File: src/rtl/mux_pipe_n_pkg.sv
// Shared constants and helpers for the mux_pipe_n datapath mux and its arbiter.
package mux_pipe_n_pkg;

    localparam int unsigned SEL_MODE_FIXED = 0;
    localparam int unsigned SEL_MODE_RR    = 1;

    // True when a select/source index addresses an existing channel.
    function automatic logic idx_in_range(input int unsigned idx, input int unsigned n);
        return idx < n;
    endfunction

endpackage

File: src/rtl/rr_arbiter.sv
// Round-robin arbiter for mux_pipe_n: grants the first requester after rr_ptr,
// and moves rr_ptr to the granted index only when the caller reports a transfer.
module rr_arbiter
    import mux_pipe_n_pkg::*;
#(
    parameter int unsigned N_IN  = 4,
    parameter int unsigned SEL_W = $clog2(N_IN)
) (
    input  logic             clk,
    input  logic             rst_n,
    input  logic [N_IN-1:0]  req,
    input  logic             advance,
    output logic [N_IN-1:0]  grant,
    output logic [SEL_W-1:0] grant_idx
);

    logic [SEL_W-1:0] rr_ptr_q;
    logic [SEL_W-1:0] rr_ptr_d;
    int unsigned      best_c;
    int unsigned      best_dist_c;
    int unsigned      dist_c;

    // Distance from rr_ptr+1 (mod N_IN); the closest requester wins.
    always_comb begin
        best_c      = 0;
        best_dist_c = N_IN;
        dist_c      = 0;
        for (int unsigned i = 0; i < N_IN; i++) begin
            dist_c = (i + 2 * N_IN - 32'(rr_ptr_q) - 1) % N_IN;
            if (req[i] && (dist_c < best_dist_c)) begin
                best_dist_c = dist_c;
                best_c      = i;
            end
        end
    end

    always_comb begin
        grant = '0;
        for (int unsigned i = 0; i < N_IN; i++) begin
            grant[i] = (best_dist_c < N_IN) && (best_c == i);
        end
    end

    assign grant_idx = SEL_W'(best_c);

    always_comb begin
        rr_ptr_d = rr_ptr_q;
        if (advance) begin
            rr_ptr_d = grant_idx;
        end
    end

    always_ff @(posedge clk) begin
        if (!rst_n) begin
            rr_ptr_q <= SEL_W'(N_IN - 1);
        end else begin
            rr_ptr_q <= rr_ptr_d;
        end
    end

endmodule

File: src/rtl/mux_pipe_n.sv
// N-input registered mux with valid/ready on every channel, fixed or round-robin select.
// Optional sticky out-of-range select flag enabled by MUX_PIPE_SEL_ERR_EN.
module mux_pipe_n
    import mux_pipe_n_pkg::*;
#(
    parameter int unsigned WIDTH    = 32,
    parameter int unsigned N_IN     = 4,
    parameter int unsigned SEL_MODE = SEL_MODE_FIXED,
    parameter int unsigned SEL_W    = $clog2(N_IN)
) (
    input  logic                    clk,
    input  logic                    rst_n,
    input  logic [N_IN*WIDTH-1:0]   in_data,
    input  logic [N_IN-1:0]         in_valid,
    output logic [N_IN-1:0]         in_ready,
    input  logic [SEL_W-1:0]        sel,
    output logic [WIDTH-1:0]        out_data,
    output logic                    out_valid,
    input  logic                    out_ready,
    output logic [SEL_W-1:0]        out_src
`ifdef MUX_PIPE_SEL_ERR_EN
    ,
    output logic                    sel_err
`endif
);

    logic [WIDTH-1:0] out_data_q;
    logic [WIDTH-1:0] out_data_d;
    logic             out_valid_q;
    logic             out_valid_d;
    logic [SEL_W-1:0] out_src_q;
    logic [SEL_W-1:0] out_src_d;

    logic             load_c;
    logic             xfer_c;
    logic [N_IN-1:0]  grant_c;
    logic [SEL_W-1:0] gidx_c;
    logic [WIDTH-1:0] data_c;

    // The single output slot can take a beat when empty or being drained.
    assign load_c   = ~out_valid_q | out_ready;
    assign xfer_c   = (|grant_c) & load_c & rst_n;
    assign in_ready = grant_c & {N_IN{load_c & rst_n}};

    if (SEL_MODE == SEL_MODE_RR) begin : g_rr
        rr_arbiter #(
            .N_IN  (N_IN),
            .SEL_W (SEL_W)
        ) u_arb (
            .clk       (clk),
            .rst_n     (rst_n),
            .req       (in_valid),
            .advance   (xfer_c),
            .grant     (grant_c),
            .grant_idx (gidx_c)
        );
    end else begin : g_fixed
        // An out-of-range sel matches no channel and so grants nothing.
        always_comb begin
            grant_c = '0;
            for (int unsigned i = 0; i < N_IN; i++) begin
                grant_c[i] = in_valid[i] && (32'(sel) == i);
            end
        end
        assign gidx_c = sel;
    end

    always_comb begin
        data_c = '0;
        for (int unsigned i = 0; i < N_IN; i++) begin
            if (grant_c[i]) begin
                data_c = in_data[i*WIDTH +: WIDTH];
            end
        end
    end

    always_comb begin
        out_valid_d = out_valid_q;
        out_data_d  = out_data_q;
        out_src_d   = out_src_q;
        if (load_c) begin
            out_valid_d = xfer_c;
            if (xfer_c) begin
                out_data_d = data_c;
                out_src_d  = gidx_c;
            end
        end
    end

    always_ff @(posedge clk) begin
        if (!rst_n) begin
            out_valid_q <= 1'b0;
            out_data_q  <= '0;
            out_src_q   <= '0;
        end else begin
            out_valid_q <= out_valid_d;
            out_data_q  <= out_data_d;
            out_src_q   <= out_src_d;
        end
    end

    assign out_data  = out_data_q;
    assign out_valid = out_valid_q;
    assign out_src   = out_src_q;

`ifdef MUX_PIPE_SEL_ERR_EN
    logic sel_err_q;
    logic sel_err_d;

    // Sticky: records any attempt to select a nonexistent channel while data is offered.
    always_comb begin
        sel_err_d = sel_err_q;
        if ((SEL_MODE == SEL_MODE_FIXED) && load_c && (|in_valid)
            && !idx_in_range(32'(sel), N_IN)) begin
            sel_err_d = 1'b1;
        end
    end

    always_ff @(posedge clk) begin
        if (!rst_n) begin
            sel_err_q <= 1'b0;
        end else begin
            sel_err_q <= sel_err_d;
        end
    end

    assign sel_err = sel_err_q;
`endif

endmodule

File: config.mk
export PLATFORM = sky130hd
export DESIGN_NAME = mux_pipe_n
export DESIGN_NICKNAME = d
export VERILOG_FILES = /design/src/rtl/mux_pipe_n_pkg.sv /design/src/rtl/rr_arbiter.sv /design/src/rtl/mux_pipe_n.sv
export SDC_FILE = /design/constraint.sdc
export NUM_CORES = 1
export LEC_CHECK = 0
export ABC_AREA = 0
export BUFFER_PORTS_ARGS = -buffer_cell sky130_fd_sc_hd__buf_2
export CORE_MARGIN = 1
export CORE_UTILIZATION = 38
export CTS_CLUSTER_SIZE = 24
export DETAILED_ROUTE_END_ITERATION = 8
export GPL_TIMING_DRIVEN = 1
export PLACE_DENSITY = 0.89
export SLEW_MARGIN = 10
export SYNTH_ARGS = -nofsm -noshare
export SYNTH_HDL_FRONTEND = slang
export SYNTH_HIERARCHICAL = 1
export SYNTH_SLANG_ARGS = --single-unit
File: constraint.sdc
create_clock -name clk -period 2.1 [get_ports clk]
set_clock_uncertainty 0.2 [all_clocks]
set_input_delay 0.21 -clock clk [delete_from_list [all_inputs] [get_ports clk]]
set_output_delay 0.21 -clock clk [all_outputs]
set_load 0.01 [all_outputs]
==> results.cfg <==
[clock_network]
clk_pin_slew_worst_paths_ps = 70
post-cts-setup-buffers = 0
cts_root_buf = clkbuf_8
cts-buffers-inserted = 5
cts_tree = built
ctsHoldBuffers = 0
clock_sink_count = 35
cts.htree.levels = 2
cts_resized = 0
clk_latency_ps = 270
cts.path.max_buffers = 2

[logic_synthesis]
netlist_top_cells_count = 64 x a22oi_1, 35 x dfxtp_1, 32 x nand3_1, 32 x o211a_1, 20 x clkbuf_1
synth.distinct_cells = 18
ys.warnings.count = 6
syn_avg_cell_area_um2 = 9.41
synth_top_area_cell = dfxtp_1
yosysMostFrequentCell = a22oi_1
synth_edf_count = 0
synth-seq-cells = 35
synthesis.nets = 348
syn-cell-area_um2 = 1990
synth_cells = 211
synthArstFlopShare = 0
synth_flop_cell = dfxtp_1
yosysSeqAreaShare = 0.353
synth.area.top_cells = dfxtp_1 35%, a22oi_1 24%, o211a_1 16%, nand3_1 8.1%, buf_6 4.0%
synth_top_area_share = 0.353

[placement]
place_congestion = 0.812
dpl.hpwl_mm = 4.73
io_buffers = 175

[worst_setup_path]
start_kind = register
required_ps = 2070
path_cells = nand2b_1, and2_4, nand3_1, o211a_1
crit_type = register to register
path_buf_inv = 0
cp.arrival_ps = 1680
critical-path-top-delay-family = simple AND/OR/NAND/NOR gates
cp_max_fo = 65
cp_slowest_cell = and2_4
cp-end-kind = register
max_stage_delay_ps = 580

[sta]
worstMarginPinSlew_ps = 625
setup_viol = 0
finalCriticalPeriod_ps = 1710
fin_tns_setup_ps = 0
post-route-period-util = 0.814
worst_hold_slack_ps = 61.0
rsz0062_at_grt = false
max_slew_margin = 0.583
hold_viol = 0
finalMaxSlewViolations = 0
fmaxAchievable_ghz = 0.585

[die]
rows = 25
dieHeight_um = 74.3
initial_core_util = 0.407
fp.coreArea_um2 = 4880
die_x_um = 74.3
io_pins = 176
die_area_um2 = 5520

[drt]
dr.pass1.iters = 4
vias = 2395
routed_wl_mm = 6.34
avgViaCountPerCell = 5.39
avgRoutedWirePerCell_um = 14.3
drt_iter0_drc = 104
route.detailed.drc = 0
antenna_left = 0

[job]
maxCapViolCount = 0

[layout]
n_antenna_cell = 0
postLayoutCoreUtil = 0.609
nNetsFinal = 513
fill_cells = 424
drive_above_1_share = 0.517
synthToLayoutAreaGrowth_pct = 49.7

[global_route]
grt_overflow = 0
met3_usage = 0.0583
grt_max_degree = 66
busiest_layer = met2
grtUsageMet1 = 0.220
track_usage = 0.212
grt_pass1_vias = 2052
grt_pass1_wl_mm = 8.87
use_met2 = 0.409
antenna_found_initial = 0

[power]
ir_worst_vdd_uv = 469
p_per_area_nw_per_um2 = 604
cellLeakagePower_nw = 1.74

[outcome]
outcome = complete, no violations

[min_path]
min_path_type = primary input to register
==> flip-flops by register name (all words and copies together), names as in the netlist <==
| signal | flops |
|---|---|
| out_data | 32 |
| out_src | 2 |
| out_valid | 1 |
==> cells in the final DEF, fill, tap and decap left out, types with 2 or more instances in the layout <==
cell type / count
a22oi_1: 64
and3_1: 5
and3b_1: 2
buf_2: 175
buf_4: 10
clkbuf_8: 7
dfxtp_1: 35
mux2i_1: 3
nand3_1: 32
nor2b_1: 2
o211a_1: 32
o21ai_0: 2
==> logic make-up (layout without fill, tap and decap cells) <==
logic type / Yosys count / after routing / synth area share
AOI/OAI and AO/OA: 100 / 100 / 0.416
buffers and inverters: 27 / 193 / 0.0775
DFF: 35 / 35 / 0.353
muxes: 4 / 4 / 0.0265
and+or+nand+nor: 45 / 45 / 0.127
==> report_power, final <==
group / total (mW) / switching, mW / leakage (nW) / internal (mW)
Clock: 0.528 / 0.228 / 0.0515 / 0.299
Sequential: 0.769 / 0.0338 / 0.289 / 0.735
Combinational: 0.501 / 0.247 / 1.40 / 0.254
Total: 1.80 / 0.509 / 1.74 / 1.29
==> tightest hold or removal path, cell delays in order <==
cell	delay, ps
buf_2	140
o21ai_0	70
a21boi_0	70
==> through the flow <==
step / power, mW / setup slack, ps / instances / cell area (µm²)
finish: 1.80 / 392 / 444 / 2970
global route: 1.89 / 248 / 444 / 2970
CTS: 1.82 / 384 / 444 / 2970
detailed placement: 1.28 / 205 / 436 / 2870
global placement: 1.27 / 275 / 436 / 2870
floorplan: 1.06 / 353 / 211 / 1990
==> final timing paths <==
kind                              startpoint           end  slack, ps  depth (start not counted)
worst min register to register  out_data[25]  out_data[25]        290                          1
worst max register to register     out_valid  out_data[18]        390                          4
worst min-delay path                  sel[1]    out_src[1]         60                          3
worst max-delay path               out_valid  out_data[18]        390                          4
==> cell type report <==
class	instances	area, µm²	share of cell area
Multi-Input combinational cell	149	1140	0.383
Timing Repair Buffer	185	951	0.320
Sequential cell	35	701	0.236
Clock buffer	8	100	0.0337
Tap cell	67	83.8	0.0282
==> layer usage <==
layer / up-vias / wire length, µm
met5: - / 0
met4: 0 / 64
met3: 6 / 452
met1: 1100 / 2610
met2: 110 / 3220
li1: 1179 / -
(Power assumes the default switching activity.)
